[src/rtl/semaphore_sequencer_if.sv]
// Bundle between the intersection sequencer and its upstream/unit side.
// master: drives run and the per-unit done lines, observes the sequencer outputs.
// slave:  the sequencer itself.
interface semaphore_sequencer_if #(
    parameter int N_UNITS = 2,
    parameter int IDXW    = $clog2(N_UNITS)
);
    logic                run;
    logic [N_UNITS-1:0]  done;
    logic [N_UNITS-1:0]  en;
    logic [N_UNITS-1:0]  next;
    logic [IDXW-1:0]     active;
    logic [1:0]          step;
    logic                busy;
    logic                fault;

    modport master (
        output run, done,
        input  en, next, active, step, busy, fault
    );

    modport slave (
        input  run, done,
        output en, next, active, step, busy, fault
    );
endinterface

[src/rtl/semaphore_sequencer.sv]
// Intersection sequencer: enables all semaphore units, paces the active unit
// through its four light steps with timed single-cycle next pulses, waits for
// that unit's done and hands over round-robin.
// Optional feature: define SEQ_DONE_TIMEOUT_EN to add a sticky done-timeout
// FAULT state; without it WAIT_DONE waits indefinitely and fault is tied 0.
module semaphore_sequencer #(
    parameter int N_UNITS      = 2,
    parameter int T_STEP0      = 8,
    parameter int T_STEP1      = 3,
    parameter int T_STEP2      = 8,
    parameter int T_STEP3      = 2,
    parameter int DONE_TIMEOUT = 16,
    parameter int IDXW         = $clog2(N_UNITS)
) (
    input  logic                   clk,
    input  logic                   reset,
    semaphore_sequencer_if.slave   bus
);

    localparam int TM01    = (T_STEP0 > T_STEP1) ? T_STEP0 : T_STEP1;
    localparam int TM23    = (T_STEP2 > T_STEP3) ? T_STEP2 : T_STEP3;
    localparam int TM_ALL  = (TM01 > TM23) ? TM01 : TM23;
    localparam int CNT_MAX = (TM_ALL > DONE_TIMEOUT) ? TM_ALL : DONE_TIMEOUT;
    localparam int CW      = $clog2(CNT_MAX + 1);
    localparam logic [CW-1:0] CNT_SAT = {CW{1'b1}};

`ifdef SEQ_DONE_TIMEOUT_EN
    typedef enum logic [2:0] {S_IDLE, S_DWELL, S_PULSE, S_WAIT, S_FAULT} state_t;
`else
    typedef enum logic [2:0] {S_IDLE, S_DWELL, S_PULSE, S_WAIT} state_t;
`endif

    state_t              state_q, state_d;
    logic [CW-1:0]       cnt_q, cnt_d;
    logic [1:0]          step_q, step_d;
    logic [IDXW-1:0]     active_q, active_d;
    logic [N_UNITS-1:0]  en_q, en_d;
    logic [N_UNITS-1:0]  next_q, next_d;
    logic                busy_q, busy_d;
    logic                fault_q, fault_d;

    logic [N_UNITS-1:0]  onehot;
    logic [CW-1:0]       cnt_inc;
    logic [CW-1:0]       dwell_end;
    logic                done_active;

    // One-hot decode of the active index, one bit per unit.
    genvar gi;
    generate
        for (gi = 0; gi < N_UNITS; gi++) begin : g_onehot
            assign onehot[gi] = (active_q == IDXW'(gi));
        end
    endgenerate

    // Saturating increment; the counter never wraps back to zero.
    assign cnt_inc     = (cnt_q == CNT_SAT) ? cnt_q : cnt_q + 1'b1;
    assign done_active = bus.done[active_q];

    // Last dwell count for the step whose pulse is pending.
    always_comb begin
        dwell_end = CW'(T_STEP0 - 1);
        case (step_q)
            2'd0: dwell_end = CW'(T_STEP0 - 1);
            2'd1: dwell_end = CW'(T_STEP1 - 1);
            2'd2: dwell_end = CW'(T_STEP2 - 1);
            2'd3: dwell_end = CW'(T_STEP3 - 1);
            default: dwell_end = CW'(T_STEP0 - 1);
        endcase
    end

    // State and output registers; reset is asynchronous.
    always_ff @(posedge clk or posedge reset) begin
        if (reset) begin
            state_q  <= S_IDLE;
            cnt_q    <= '0;
            step_q   <= '0;
            active_q <= '0;
            en_q     <= '0;
            next_q   <= '0;
            busy_q   <= 1'b0;
            fault_q  <= 1'b0;
        end else begin
            state_q  <= state_d;
            cnt_q    <= cnt_d;
            step_q   <= step_d;
            active_q <= active_d;
            en_q     <= en_d;
            next_q   <= next_d;
            busy_q   <= busy_d;
            fault_q  <= fault_d;
        end
    end

    // Next-state logic: run=0 always wins and returns everything to IDLE.
    always_comb begin
        state_d  = state_q;
        cnt_d    = cnt_q;
        step_d   = step_q;
        active_d = active_q;
        if (!bus.run) begin
            state_d  = S_IDLE;
            cnt_d    = '0;
            step_d   = '0;
            active_d = '0;
        end else begin
            case (state_q)
                S_IDLE: begin
                    state_d  = S_DWELL;
                    cnt_d    = '0;
                    step_d   = '0;
                    active_d = '0;
                end
                S_DWELL: begin
                    cnt_d = cnt_inc;
                    if (cnt_q == dwell_end) begin
                        state_d = S_PULSE;
                    end
                end
                S_PULSE: begin
                    cnt_d = '0;
                    if (step_q == 2'd3) begin
                        step_d  = '0;
                        state_d = S_WAIT;
                    end else begin
                        step_d  = step_q + 2'd1;
                        state_d = S_DWELL;
                    end
                end
                S_WAIT: begin
                    if (done_active) begin
                        state_d  = S_DWELL;
                        cnt_d    = '0;
                        active_d = (active_q == IDXW'(N_UNITS - 1)) ? '0 : active_q + 1'b1;
                    end else begin
                        cnt_d = cnt_inc;
`ifdef SEQ_DONE_TIMEOUT_EN
                        if (cnt_q == CW'(DONE_TIMEOUT - 1)) begin
                            state_d = S_FAULT;
                        end
`endif
                    end
                end
`ifdef SEQ_DONE_TIMEOUT_EN
                S_FAULT: begin
                    state_d = S_FAULT;
                end
`endif
                default: begin
                    state_d = S_IDLE;
                end
            endcase
        end
    end

    // Output decode; the pulse lands one edge after the PULSE state, and a
    // PULSE cycle that coincides with run=0 issues nothing.
    always_comb begin
        next_d  = (state_q == S_PULSE && bus.run) ? onehot : '0;
        busy_d  = (state_d != S_IDLE);
`ifdef SEQ_DONE_TIMEOUT_EN
        en_d    = (state_d != S_IDLE && state_d != S_FAULT) ? {N_UNITS{1'b1}} : '0;
        fault_d = (state_d == S_FAULT);
`else
        en_d    = (state_d != S_IDLE) ? {N_UNITS{1'b1}} : '0;
        fault_d = 1'b0;
`endif
    end

    assign bus.en     = en_q;
    assign bus.next   = next_q;
    assign bus.active = active_q;
    assign bus.step   = step_q;
    assign bus.busy   = busy_q;
    assign bus.fault  = fault_q;

endmodule

[src/flat_wrapper.sv]
// flat-port wrapper written by rule: the top's interface ports become plain ports
module semaphore_sequencer_flat 
#(
    parameter int N_UNITS      = 2,
    parameter int T_STEP0      = 8,
    parameter int T_STEP1      = 3,
    parameter int T_STEP2      = 8,
    parameter int T_STEP3      = 2,
    parameter int DONE_TIMEOUT = 16,
    parameter int IDXW         = $clog2(N_UNITS)
)
  (clk, reset, bus_run, bus_done, bus_en, bus_next, bus_active, bus_step, bus_busy, bus_fault);
  semaphore_sequencer_if #(.N_UNITS(N_UNITS), .IDXW(IDXW)) bus_i ();
  input  logic clk;
  input  logic reset;
  input wire logic [$bits(bus_i.run)-1:0] bus_run;
  input wire logic [$bits(bus_i.done)-1:0] bus_done;
  output wire logic [$bits(bus_i.en)-1:0] bus_en;
  output wire logic [$bits(bus_i.next)-1:0] bus_next;
  output wire logic [$bits(bus_i.active)-1:0] bus_active;
  output wire logic [$bits(bus_i.step)-1:0] bus_step;
  output wire logic [$bits(bus_i.busy)-1:0] bus_busy;
  output wire logic [$bits(bus_i.fault)-1:0] bus_fault;
  assign bus_i.run = bus_run;
  assign bus_i.done = bus_done;
  assign bus_en = bus_i.en;
  assign bus_next = bus_i.next;
  assign bus_active = bus_i.active;
  assign bus_step = bus_i.step;
  assign bus_busy = bus_i.busy;
  assign bus_fault = bus_i.fault;
  semaphore_sequencer #(.N_UNITS(N_UNITS), .T_STEP0(T_STEP0), .T_STEP1(T_STEP1), .T_STEP2(T_STEP2), .T_STEP3(T_STEP3), .DONE_TIMEOUT(DONE_TIMEOUT), .IDXW(IDXW)) u_core (.clk(clk), .reset(reset), .bus(bus_i));
endmodule
[config.mk]
export PLATFORM = sky130hd
export DESIGN_NAME = semaphore_sequencer_flat
export DESIGN_NICKNAME = d
export VERILOG_FILES = /design/src/rtl/semaphore_sequencer_if.sv /design/src/rtl/semaphore_sequencer.sv /design/src/flat_wrapper.sv
export SDC_FILE = /design/constraint.sdc
export NUM_CORES = 1
export LEC_CHECK = 0
export ABC_AREA = 1
export ABC_CLOCK_PERIOD_IN_PS = 1460
export BUFFER_PORTS_ARGS = -buffer_cell sky130_fd_sc_hd__buf_4
export CORE_MARGIN = 2
export CORE_UTILIZATION = 35
export CTS_CLUSTER_DIAMETER = 150
export DETAILED_ROUTE_END_ITERATION = 8
export HOLD_SLACK_MARGIN = 0.05
export PLACE_DENSITY = 0.62
export SLEW_MARGIN = 15
export SYNTH_ARGS = -nofsm -noshare
export SYNTH_HDL_FRONTEND = slang
export SYNTH_SLANG_ARGS = --single-unit
[constraint.sdc]
create_clock -name clk -period 1.46 [get_ports clk]
set_clock_uncertainty 0.1 [all_clocks]
set_input_delay 0.219 -clock clk [delete_from_list [all_inputs] [get_ports clk]]
set_output_delay 0.219 -clock clk [all_outputs]
set_load 0.005 [all_outputs]
* Word-level counts from Yosys, hierarchy flattened
Index checks and enable logic that the tools add are counted.
Operators by class: mux-type cells 21, add/subtract/negate cells 3, reduce and logical (&&, ||, !) cells 7, bitwise operators 1, div/mod/pow operators 0, shifts and indexed selects 0, magnitude comparators 1, multiply operators 0, equality and inequality tests 12
Operators by type and width (count):
- case mux 5 bit (3 select lines) | 2
- two-way mux 5 bit | 3
- case mux 3 bit (4 select lines) | 1
- two-way mux 2 bit | 5
- two-way mux 3 bit | 3
- == test 3 x 2 -> 1 bit (second input constant) | 2
- != test 3 x 1 -> 1 bit (second input constant) | 2
- adder 5 x 1 -> 5 bit (second input constant) | 1
- == test 5 bit | 1
- == test 5 bit (second input constant) | 1
- two-way mux 1 bit | 5
- == test 2 bit (second input constant) | 2
- != test 4 x 2 -> 1 bit (second input constant) | 1
- case mux 2 bit (2 select lines) | 1
- OR reduction 2 bit | 2
- == test 3 x 1 -> 1 bit (second input constant) | 1
- zero test 3 bit | 1
- != test 3 x 2 -> 1 bit (second input constant) | 1
- nonzero test 3 bit | 1
- adder 2 x 1 -> 2 bit (second input constant) | 1
- == test 2 x 1 -> 1 bit (second input constant) | 1
- zero test 2 bit | 1
- less-than comparator 1 x 2 -> 1 bit (second input constant) | 1
- case mux 1 bit (2 select lines) | 1
- other kinds (4) | 4
Storage, ports and cells: bits in writable memories 0, bits in latches 0, memory bits (read-only) 0, output and inout port bits 9, memories 0, word-level logic and storage cells 52, register bits after elaboration 16

* Longest topological paths before layout
depth after elaboration 9, depth in mapped cells 8, mapped depth without buffers 8

* Worst setup path before layout
OpenSTA, ideal clock, no wires.
path kind flip-flop to flip-flop, start reg u_core.step_q[0] (netlist: u_core.bus.step[0]), end reg u_core.state_q[0], library setup time 0.120 ns, buffers on the path 0, setup slack 0.231 ns, data arrival time 1.009 ns, stages on the path, launching flop included 8, period minus slack after synthesis 1.229 ns, cells stage by stage dfrtp_1 > ha_1 > nand2_1 > o21ai_0 > nor2_1 > nand2_1 > nand2_1 > a21oi_1
Between the ends: cells in the longest elaborated chain, start to end 7, elaborated cells on any way between the ends 10, classes of those cells eq/ne: 4; mux: 4; reduce/logical: 2
Ends and longest elaborated chain:
- start: declaration | line semaphore_sequencer.sv:35 | logic [1:0] step_q, step_d;
- start signal: assignment | line semaphore_sequencer.sv:85 | step_q <= step_d;
- == test 2 bit / zero test 2 bit (equally long branches) | line semaphore_sequencer.sv:62 | case (step_q)
- OR reduction 2 bit (no line)
- case mux 5 bit (3 select lines) (*) | line semaphore_sequencer.sv:62
- == test 5 bit (*) | line semaphore_sequencer.sv:115 | if (cnt_q == dwell_end) begin
- two-way mux 3 bit (*) | line semaphore_sequencer.sv:115
- case mux 3 bit (4 select lines) (*) | line semaphore_sequencer.sv:106 | case (state_q)
- two-way mux 3 bit (*) | line semaphore_sequencer.sv:100 | if (!bus.run) begin
- named net u_core.state_d[0] | line semaphore_sequencer.sv:33 | state_t state_q, state_d;
- end signal: assignment | line semaphore_sequencer.sv:83 | state_q <= state_d;
- end: declaration | line semaphore_sequencer.sv:33
The timed path passes the listed nets; every way through them passes the cells marked *. The select of a mux whose other input is x is not followed. A chain may end at the register's enable or synchronous reset.

* Worst setup path after layout
Ends and elaborated chain as after synthesis.

==> run_results.csv <==
group,metric,value,unit
sta,worst_slack,0.104,ns
global_route,grt_overflow,0,
sta,timing_worst_slew_pin_value,0.539,ns
clock_network,clock_tree.root_cell,"sky130_fd_sc_hd__clkbuf_4",
die,effective_utilization_at_floorplan,0.371,
die,placeableCoreArea,0.00221,mm^2
die,die-width,52.4,um
route,routed_wire_length_per_instance,10.2,um
die,fp.dieH,52.4,um
placement,finalWeightedCongestion,0.843,
pwr,share_clk_of_total_power,0.356,
clock_network,clkSinkCount,14,
route,route.vias.total,757,
sta,max_slew_margin,0.641,
worst_setup_path,critical_path.max_fanout,4,
global_route,grt_antenna_before_repair,0,
route,via_per_inst,4.82,
placement,port_buffers,12,
pwr,p_int,0.590,mW
sta,timing.final.max_slew_violations,0,
worst_setup_path,worst-endpoint-arrival,1.42,ns
route,final_antenna_net_count,0,
worst_setup_path,timing.reg2reg.setup_slack,0.10,ns
run,max-cap-violations,0,
layout,synthesis_to_layout_area_growth,22.0,%
global_route,global_route.usage.total,0.139,
synthesis,synth.ff_latch_count,14,
placement,dp_hpwl,1250,um
worst_setup_path,reg2reg_depth,7,
route,dr.first_iter.drc_count,17,
sta,hold_viol,0,
worst_setup_path,critical_path.endpoint,"u_core.state_q[0]$_DFF_PP0_",
sta,setup_viol,0,
synthesis,syn-instance-count,111,
sta,period_needed,1.36,ns
worst_setup_path,reg2reg_to,"u_core.state_q[0]$_DFF_PP0_",
global_route,grt_pass1_wl,2780,um
layout,n_antenna_cell,0,
worst_setup_path,start_kind,"register",
pwr,p_comb_frac,0.130,
layout,final_net_count,138,
clock_network,clkTransAtPathRegs,0.09,ns
pwr,power.leakage,0.531,nW
synthesis,seq_area_frac_synth,0.427,
die,fp.dieArea,0.00275,mm^2
placement,dpl_worst_slack,0.114,ns
clock_network,cts_inserted_buffers,3,
placement,post_dp_cell_area,942,um^2
synthesis,synthesis.area,821,um^2
global_route,grt_start_max_net_pins,15,
worst_setup_path,critical_path.reg2reg.startpoint,"u_core.bus.step[0]$_DFFE_PP0P_",
synthesis,ys.warnings.count,0,
pwr,seq_power_share,0.514,
outcome,status,"complete, no violations",
pwr,power_density,788,mW/mm^2
clock_network,htree_num_levels,1,
sta,fmax,737,MHz
pwr,vdd.ir_drop.worst,0.340,mV
min_path,worstHoldPathType,"in2reg",
synthesis,postSynthAreaPerCell,7.39,um^2
worst_setup_path,critPathLaunch,"u_core.bus.step[0]$_DFFE_PP0P_",
clock_network,cts_tree,"built",
die,pin_count,14,
worst_setup_path,type_of_the_worst_setup_path,"reg2reg",
route,postRouteWirelength,1600,um
layout,drive_above_1_share,0.233,
layout,finalInstanceArea,0.00100,mm^2
worst_setup_path,timing.critical_path.required,1.52,ns
pwr,sw_frac_of_total,0.252,
clock_network,clk_path_buf_depth,2,
route,drcViolationCount,0,
sta,final_min_period_over_clock_period,0.929,
worst_setup_path,timing.critical_path.to_type,"register",
global_route,grt_pass1_vias,649,
synthesis,ys_types,21,
die,std_cell_rows,17,
layout,stdcell_count,157,
layout,fillers,221,
clock_network,clkLatencyLatePin,0.28,ns
pwr,power.switching,0.199,mW
placement,place_inst,151,
route,drtPass1Iterations,4,
placed cells by master (no fill, tap or decap):
cell                            synthesis  layout
sky130_fd_sc_hd__o21ai_0                2       1
sky130_fd_sc_hd__clkbuf_4               0       3
sky130_fd_sc_hd__ha_1                   3       3
sky130_fd_sc_hd__clkinv_1               1       1
sky130_fd_sc_hd__nand3b_1               1       1
sky130_fd_sc_hd__a21oi_1                5       5
sky130_fd_sc_hd__nand3_2                1       1
sky130_fd_sc_hd__nand2_4                1       1
sky130_fd_sc_hd__nor2_4                 1       1
sky130_fd_sc_hd__dlygate4sd3_1          0       1
sky130_fd_sc_hd__nor2_2                 1       3
sky130_fd_sc_hd__nand4_2                1       1
sky130_fd_sc_hd__conb_1                 1       2
sky130_fd_sc_hd__nor2_1                17      15
sky130_fd_sc_hd__inv_1                 14      13
sky130_fd_sc_hd__nand2_1               26      26
sky130_fd_sc_hd__o21ai_1                2       3
sky130_fd_sc_hd__buf_4                  3      15
sky130_fd_sc_hd__inv_2                  3       4
sky130_fd_sc_hd__clkbuf_8               0       1
sky130_fd_sc_hd__dfrtp_1               14      14
sky130_fd_sc_hd__nand3_1               11      11
sky130_fd_sc_hd__nand4_1                1       1
sky130_fd_sc_hd__o22ai_1                2       2
through the flow:
step	TNS [ns]	utilization	hold slack, ns	power (mW)
3_3_place_gp	0	0.426	0.200	0.512
4_1_cts	0	0.447	0.150	0.797
5_1_grt	-0.00221	0.452	0.148	0.846
3_5_place_dp	0	0.426	0.194	0.512
6_report	0	0.452	0.160	0.789
2_1_floorplan	0	-	0.00822	0.480
how the worst min path moves through the flow:
stage	start	endpoint	slack [ns]	depth (start not counted)
5_1_grt	bus_run	u_core.state_q[1]$_DFF_PP0_	0.15	3
3_5_place_dp	reset	u_core.bus.next[1]$_DFF_PP0_	0.19	2
6_report	bus_run	u_core.state_q[1]$_DFF_PP0_	0.16	3
4_1_cts	bus_run	u_core.state_q[1]$_DFF_PP0_	0.15	3
3_3_place_gp	reset	u_core.bus.next[1]$_DFF_PP0_	0.20	2
2_1_floorplan	reset	u_core.bus.active$_DFFE_PP0P_	0.008	1
synthesized netlist by cell type (all sizes together):
cell type,instances,area [um^2]
nand2,27,109
nor2,19,81.3
inv,17,63.8
dfrtp,14,350
nand3,12,65.1
a21oi,5,25.0
o21ai,4,20.0
buf,3,22.5
ha,3,37.5
nand4,2,18.8
o22ai,2,12.5
clkinv,1,3.75
conb,1,3.75
nand3b,1,7.51
per-layer routing:
layer / track usage / share of wire / routed length [um] / vias to the layer above
li1: - / - / - / 382
met3: 0.0343 / 0.061 / 97 / 4
met4: 0.0641 / 0.016 / 25 / 0
met1: 0.179 / 0.44 / 707 / 354
met2: 0.217 / 0.48 / 769 / 17
met5: 0 / 0 / 0 / -
critical path, cell delays in order (launching register included):
cell                      delay (ns)
sky130_fd_sc_hd__dfrtp_1        0.42
sky130_fd_sc_hd__ha_1           0.24
sky130_fd_sc_hd__nand2_1        0.07
sky130_fd_sc_hd__nand2_1        0.05
sky130_fd_sc_hd__nor2_1         0.15
sky130_fd_sc_hd__nand2_1        0.08
sky130_fd_sc_hd__nand2_1        0.06
sky130_fd_sc_hd__a21oi_1        0.07
flip-flops by register name, indices dropped and copies added, names as in the netlist:
register           count
u_core.bus.active      1
u_core.bus.en          1
u_core.cnt_q           5
u_core.state_q         3
u_core.bus.step        2
u_core.bus.next        2
repair_timing:
action | 4_1_cts | 5_1_grt
hold endpoints to repair | 14 | 0
setup buffers | 0 | 1
resized for setup | 0 | 4
hold buffers | 1 | 0
endpoints found under the setup margin | 0 | 5
power by group through the flow:
stage / Sequential (mW) / Clock (mW) / Combinational [mW]
CTS: 0.406 / 0.290 / 0.102
finish: 0.406 / 0.281 / 0.103
detailed placement: 0.413 / 0 / 0.0991
global placement: 0.413 / 0 / 0.0984
global route: 0.408 / 0.321 / 0.117
floorplan: 0.416 / 0 / 0.0639
final cells by class:
class,count,area (um^2),area share
Sequential cell,14,350,0.350
Clock buffer,4,36.3,0.0363
Tap cell,28,35.0,0.0350
Timing Repair Buffer,16,123,0.123
Multi-Input combinational cell,77,389,0.389
Inverter,18,67.6,0.0675
cells by family after synthesis:
group,share of synthesized area
AO/OA/AOI/OAI,0.0701
adder cells (fa/ha/maj),0.0457
buffers and inverters,0.110
flip-flops,0.427
other,0.00457
AND/OR/NAND/NOR,0.343
(Power assumes the default switching activity.)
